[config.mk]
export PLATFORM = sky130hd
export DESIGN_NAME = mem_arbiter
export DESIGN_NICKNAME = d
export VERILOG_FILES = /design/src/rtl/mem_arbiter.sv
export SDC_FILE = /design/constraint.sdc
export NUM_CORES = 1
export LEC_CHECK = 0
export BUFFER_PORTS_ARGS = -buffer_cell sky130_fd_sc_hd__buf_2
export CELL_PAD_IN_SITES_DETAIL_PLACEMENT = 0
export CELL_PAD_IN_SITES_GLOBAL_PLACEMENT = 1
export CORE_AREA = 8 8 110 112
export CTS_BUF_LIST = sky130_fd_sc_hd__clkbuf_4
export DETAILED_ROUTE_END_ITERATION = 8
export DIE_AREA = 0 0 118 120
export PLACE_DENSITY = 0.92
export SKIP_CTS_REPAIR_TIMING = 1
export SYNTH_ARGS = -nofsm -noshare
export SYNTH_HDL_FRONTEND = slang
export SYNTH_SLANG_ARGS = --single-unit
[constraint.sdc]
create_clock -name clk -period 2.3 [get_ports clk]
set_input_delay 0.115 -clock clk [delete_from_list [all_inputs] [get_ports clk]]
set_output_delay 0.115 -clock clk [all_outputs]
set_load 0.02 [all_outputs]
[src/rtl/mem_arbiter.sv]
// Two-requester arbiter sharing one single-port SRAM between instruction fetch and the memory stage.
// MEM normally wins; a starving IF requester gets one forced-priority cycle.
module mem_arbiter #(
    parameter int STARVE_MAX = 4
) (
    input  logic        clk,
    input  logic        rst,
    input  logic        if_req,
    input  logic [15:0] if_addr,
    output logic        if_stall,
    output logic        if_rvalid,
    output logic [31:0] if_rdata,
    input  logic        mem_req,
    input  logic [3:0]  mem_w_en,
    input  logic [15:0] mem_addr,
    input  logic [31:0] mem_wdata,
    output logic        mem_stall,
    output logic        mem_rvalid,
    output logic [31:0] mem_rdata,
    output logic [3:0]  sram_w_en,
    output logic [15:0] sram_addr,
    output logic [31:0] sram_wdata,
    input  logic [31:0] sram_rdata
);

    typedef enum logic {ARB, FORCE_IF} state_t;

    state_t      state_q, state_d;
    logic [3:0]  starve_q, starve_d;
    logic [1:0]  tag_q, tag_d;
    logic [31:0] if_rdata_q, if_rdata_d;
    logic [31:0] mem_rdata_q, mem_rdata_d;
    logic        gnt_if, gnt_mem;

    always_ff @(posedge clk or posedge rst) begin
        if (rst) begin
            state_q     <= ARB;
            starve_q    <= 4'd0;
            tag_q       <= 2'b00;
            if_rdata_q  <= 32'd0;
            mem_rdata_q <= 32'd0;
        end else begin
            state_q     <= state_d;
            starve_q    <= starve_d;
            tag_q       <= tag_d;
            if_rdata_q  <= if_rdata_d;
            mem_rdata_q <= mem_rdata_d;
        end
    end

    // Forced-IF priority lasts exactly one cycle regardless of what IF did with it.
    always_comb begin
        state_d = ARB;
        if (state_q == ARB && starve_d == 4'(STARVE_MAX)) begin
            state_d = FORCE_IF;
        end
    end

    always_comb begin
        gnt_if  = 1'b0;
        gnt_mem = 1'b0;
        if (state_q == FORCE_IF) begin
            gnt_if  = if_req;
            gnt_mem = mem_req && !if_req;
        end else begin
            gnt_mem = mem_req;
            gnt_if  = if_req && !mem_req;
        end
    end

    always_comb begin
        starve_d = 4'd0;
        if (if_req && !gnt_if) begin
            starve_d = (starve_q == 4'd15) ? 4'd15 : starve_q + 4'd1;
        end
    end

    always_comb begin
        sram_w_en  = 4'd0;
        sram_addr  = 16'd0;
        sram_wdata = 32'd0;
        if (gnt_mem) begin
            sram_w_en  = mem_w_en;
            sram_addr  = mem_addr;
            sram_wdata = mem_wdata;
        end else if (gnt_if) begin
            sram_addr  = if_addr;
        end
    end

    // Read data returns one cycle after the grant; the tag remembers who is owed it.
    always_comb begin
        tag_d       = {gnt_if, gnt_mem && (mem_w_en == 4'd0)};
        if_rdata_d  = tag_q[1] ? sram_rdata : if_rdata_q;
        mem_rdata_d = tag_q[0] ? sram_rdata : mem_rdata_q;
    end

    assign if_stall   = if_req && !gnt_if;
    assign mem_stall  = mem_req && !gnt_mem;
    assign if_rvalid  = tag_q[1];
    assign mem_rvalid = tag_q[0];
    assign if_rdata   = if_rdata_d;
    assign mem_rdata  = mem_rdata_d;

endmodule

## Word level (Yosys, flattened, before mapping)

Cells that the tools add are included.

| operators by class | value |
|---|---|
| add/sub/neg operators | 1 |
| eq/ne operators | 2 |
| multiplexer cells | 11 |
| bitwise operators | 1 |
| reductions and logical operators | 11 |

Operators with widths:

| cell | number |
|---|---|
| $mux W32 | 3 |
| $mux W16 | 2 |
| $mux W4 | 3 |
| $logic_and A1 B1 Y1 | 6 |
| $add A4 B1 Y4 const B | 1 |
| $eq A4 B3 Y1 const B | 1 |
| $eq A4 B4 Y1 const B | 1 |
| $logic_not A1 Y1 | 4 |
| $logic_not A4 Y1 | 1 |
| $mux W1 | 3 |
| $not A1 Y1 | 1 |

| storage, ports and cells | value |
|---|---|
| register bits after elaboration | 71 |
| input bits | 104 |
| output and inout bits | 120 |
| logic and storage cells | 31 |

## Depth between registers and ports, before layout

| logic depth | value |
|---|---|
| depth after elaboration | 9 |
| depth in mapped cells | 4 |
| depth with buffers taken out | 4 |

## Least setup slack after synthesis

OpenSTA, ideal clock, no wires.

| timing path | value |
|---|---|
| path kind | register -> register |
| start | reg tag_q[1] |
| end | reg if_rdata_q[10] |
| library setup time | 0.167 ns |
| arrival | 1.284 ns |
| data required time | 2.133 ns |
| slack | 0.849 ns |
| cell stages (with the launch flop) | 4 |
| buffers on the path | 2 |
| period minus slack after synthesis | 1.451 ns |
| cell sequence | dfrtp_1 clkbuf_1 buf_2 mux2_1 |

| between the ends | value |
|---|---|
| cells in the longest elaborated chain, start to end | 1 |

Ends and longest elaborated chain:

| item | RTL line | source |
|---|---|---|
| start, declared | 30 | `logic [1:0] tag_q, tag_d;` |
| start signal, assigned | 45 | `tag_q <= tag_d;` |
| $mux W32 | 94 | `if_rdata_d = tag_q[1] ? sram_rdata : if_rdata_q;` |
| named net if_rdata[10] | 12 | `output logic [31:0] if_rdata,` |
| end signal, assigned | 46 | `if_rdata_q <= if_rdata_d;` |
| end, declared | 31 | `logic [31:0] if_rdata_q, if_rdata_d;` |

The timed path passes the listed nets, and every way through them passes these cells.

## Final worst setup path

| timing path | value |
|---|---|
| start | reg tag_q[0] |
| end | out mem_rdata[10] |

| between the ends | value |
|---|---|
| cells in the longest elaborated chain, start to end | 1 |

Ends and longest elaborated chain:

| item | RTL line | source |
|---|---|---|
| $mux W32 | 95 | `mem_rdata_d = tag_q[0] ? sram_rdata : mem_rdata_q;` |
| end, declared | 19 | `output logic [31:0] mem_rdata,` |

Every way passes these cells.

==> impl_metrics.json <==
{
  "htree_levels": 3,
  "startpoint_type": "register",
  "mappedNetlistArea_mm2": 0.00310,
  "layout_commonest_cell": "buf_2",
  "syn_area_per_cell_um2": 13.7,
  "grt_max_degree": 54,
  "gp_congestion": 0.783,
  "synthCells": 226,
  "fin_crit_ns": 1.89,
  "min_to": "tag_q[1]$_DFF_PP0_",
  "cap_violations": 0,
  "p_leak_nw": 2.55,
  "clock_path_buffers": 2,
  "nNetsFinal": 591,
  "powerDensity_mw_per_mm2": 718,
  "fp.dieW_um": 118,
  "grt_usage": 0.144,
  "gr-total-overflow": 0,
  "syn_nets": 331,
  "drive_gt1_frac": 0.621,
  "ys_seq_area_frac": 0.572,
  "relSlewSlack": 0.535,
  "grt_first_pass_wirelength_um": 16000,
  "hold_viol_final": 0,
  "die-area_mm2": 0.0142,
  "cts_tree": "done",
  "hold_depth": 2,
  "hold_path_class": "input port to register",
  "critPathMaxFanout": 27,
  "vias": 2775,
  "grt_pass1_vias": 2965,
  "clock.fmax_ghz": 0.530,
  "crit_required_ns": 2.18,
  "yosys_warnings": 0,
  "timing.setup.tns_ns": 0,
  "viasPerCell": 4.39,
  "hpwl_um": 8650,
  "synthToLayoutAreaGrowth_pct": 57.5,
  "ys_types": 24,
  "rsz0062_at_grt": "false",
  "die_y_um": 120,
  "gr-usage-met1": 0.132,
  "peakVddDrop_v": 0.000321,
  "coreArea_mm2": 0.0105,
  "fin_crit_sh": 0.820,
  "min-delay-start": "if_req",
  "first_iter_violations": 72,
  "startpoint": "tag_q[0]$_DFF_PP0_",
  "cp.arrival_ns": 1.77,
  "endpoint_kind": "output pin",
  "drv_slew": 0,
  "setup_viol": 0,
  "ys_seq_elements": 71,
  "skew_ns": 0.0149,
  "critPathKind": "register to output pin",
  "rrSetupSlack_ns": 0.99,
  "rows": 38,
  "port_buffers": 223,
  "cts.reportedPaths.clkPinSlew_ns": 0.12,
  "holdWs_ns": 0.0972,
  "drc": 0,
  "gr-usage-met3": 0.0676,
  "tightest_slew_ns": 0.697,
  "initial_core_util": 0.295,
  "status": "complete, no violations",
  "fin_util": 0.465,
  "gr-usage-met2": 0.273,
  "gr-max-usage-layer": "met2",
  "clock-sinks": 71,
  "ant_nets": 0,
  "dr.pass1.iters": 4,
  "numCtsBuffers": 9,
  "antenna_found_initial": 1,
  "r2r-end": "mem_rdata_q[8]$_DFF_PP0_",
  "mostFrequentLayoutCells": "223 x buf_2, 71 x dfrtp_1, 60 x mux2_2",
  "regToRegStartpoint": "tag_q[0]$_DFF_PP0_",
  "clkLatencyLatePin_ns": 0.41,
  "wire_per_inst_um": 17.3,
  "reg2reg_depth": 2,
  "pin_count": 224,
  "clock-root-buffer": "clkbuf_4",
  "wirelength_um": 10900
}
[how the worst max path moves through the flow]
stage | end | slack [ns] | depth (start not counted)
detailed placement | mem_rdata[1] | 0.86 | 3
floorplan | if_rdata_q[0]$_DFF_PP0_ | 0.39 | 1
finish | mem_rdata[10] | 0.41 | 3
CTS | mem_rdata[1] | 0.36 | 3
global route | sram_addr[3] | 0.26 | 4
global placement | mem_rdata[0] | 0.88 | 3
[power breakdown]
group          total (mW)  switching, mW  internal [mW]
Sequential           1.52         0.0582           1.46
Combinational        1.20          0.707          0.495
Clock               0.792          0.452          0.341
[cells in the mapped netlist]
cell type / n / area share
mux2_2: 60 / 0.22
xnor2_1: 1 / 0.0028
buf_4: 2 / 0.0048
clkbuf_2: 4 / 0.0064
nor2_1: 4 / 0.0048
mux2_1: 4 / 0.015
nand3b_1: 1 / 0.0024
a21oi_1: 2 / 0.0032
nor3_1: 1 / 0.0016
nand3_1: 2 / 0.0032
and4_1: 1 / 0.0028
mux2i_1: 1 / 0.0032
nand2_1: 1 / 0.0012
buf_2: 6 / 0.0097
and2_1: 37 / 0.075
a21boi_4: 2 / 0.012
nand2b_1: 1 / 0.0020
inv_1: 4 / 0.0048
clkbuf_1: 2 / 0.0024
and3_1: 1 / 0.0020
nor4_1: 1 / 0.0020
a22o_1: 16 / 0.045
dfrtp_1: 71 / 0.57
ha_1: 1 / 0.0040
[registers in the layout, indices dropped and copies added (netlist names)]
name and count:
if_rdata_q 32, mem_rdata_q 32, starve_q 4, tag_q 2, state_q 1
[area by class of cell]
| type | count | area [um^2] |
|---|---|---|
| Antenna cell | 1 | 2.50 |
| Clock buffer | 10 | 75.1 |
| Sequential cell | 71 | 1780 |
| Fill cell | 978 | 5620 |
| Multi-Input combinational cell | 137 | 1240 |
| Clock inverter | 6 | 60.1 |
| Tap cell | 140 | 175 |
| Timing Repair Buffer | 263 | 1540 |
| Inverter | 4 | 15.0 |
[critical path: stages, from the launching register on]
cell and delay [ns]:
dfrtp_1 0.56, buf_12 0.24, mux2_2 0.37, buf_2 0.17
[logic make-up (layout without fill, tap and decap cells)]
family	Yosys count	after routing	synth area share
flip-flops	71	71	0.572
buffers and inverters	18	283	0.0282
AND/OR/NAND/NOR	50	50	0.0967
multiplexers	65	65	0.235
XOR/XNOR	1	1	0.00282
adder cells (fa/ha/maj)	1	1	0.00403
other	0	1	0
AO/OA/AOI/OAI	20	20	0.0605
[routing by layer]
layer | wire, um | up-vias
li1 | - | 1305
met1 | 3860 | 1324
met2 | 5970 | 132
met3 | 901 | 14
met4 | 183 | 0
met5 | 0 | -
[through the flow]
step / cell area [um^2] / total power, mW / setup slack (ns) / std cells
floorplan: 3100 / 2.25 / 0.388 / 226
global placement: 4390 / 2.68 / 0.876 / 579
detailed placement: 4390 / 2.72 / 0.863 / 579
CTS: 4530 / 3.53 / 0.365 / 595
global route: 4890 / 3.72 / 0.263 / 632
finish: 4890 / 3.51 / 0.414 / 632
Power figures use the tool's default switching activity.
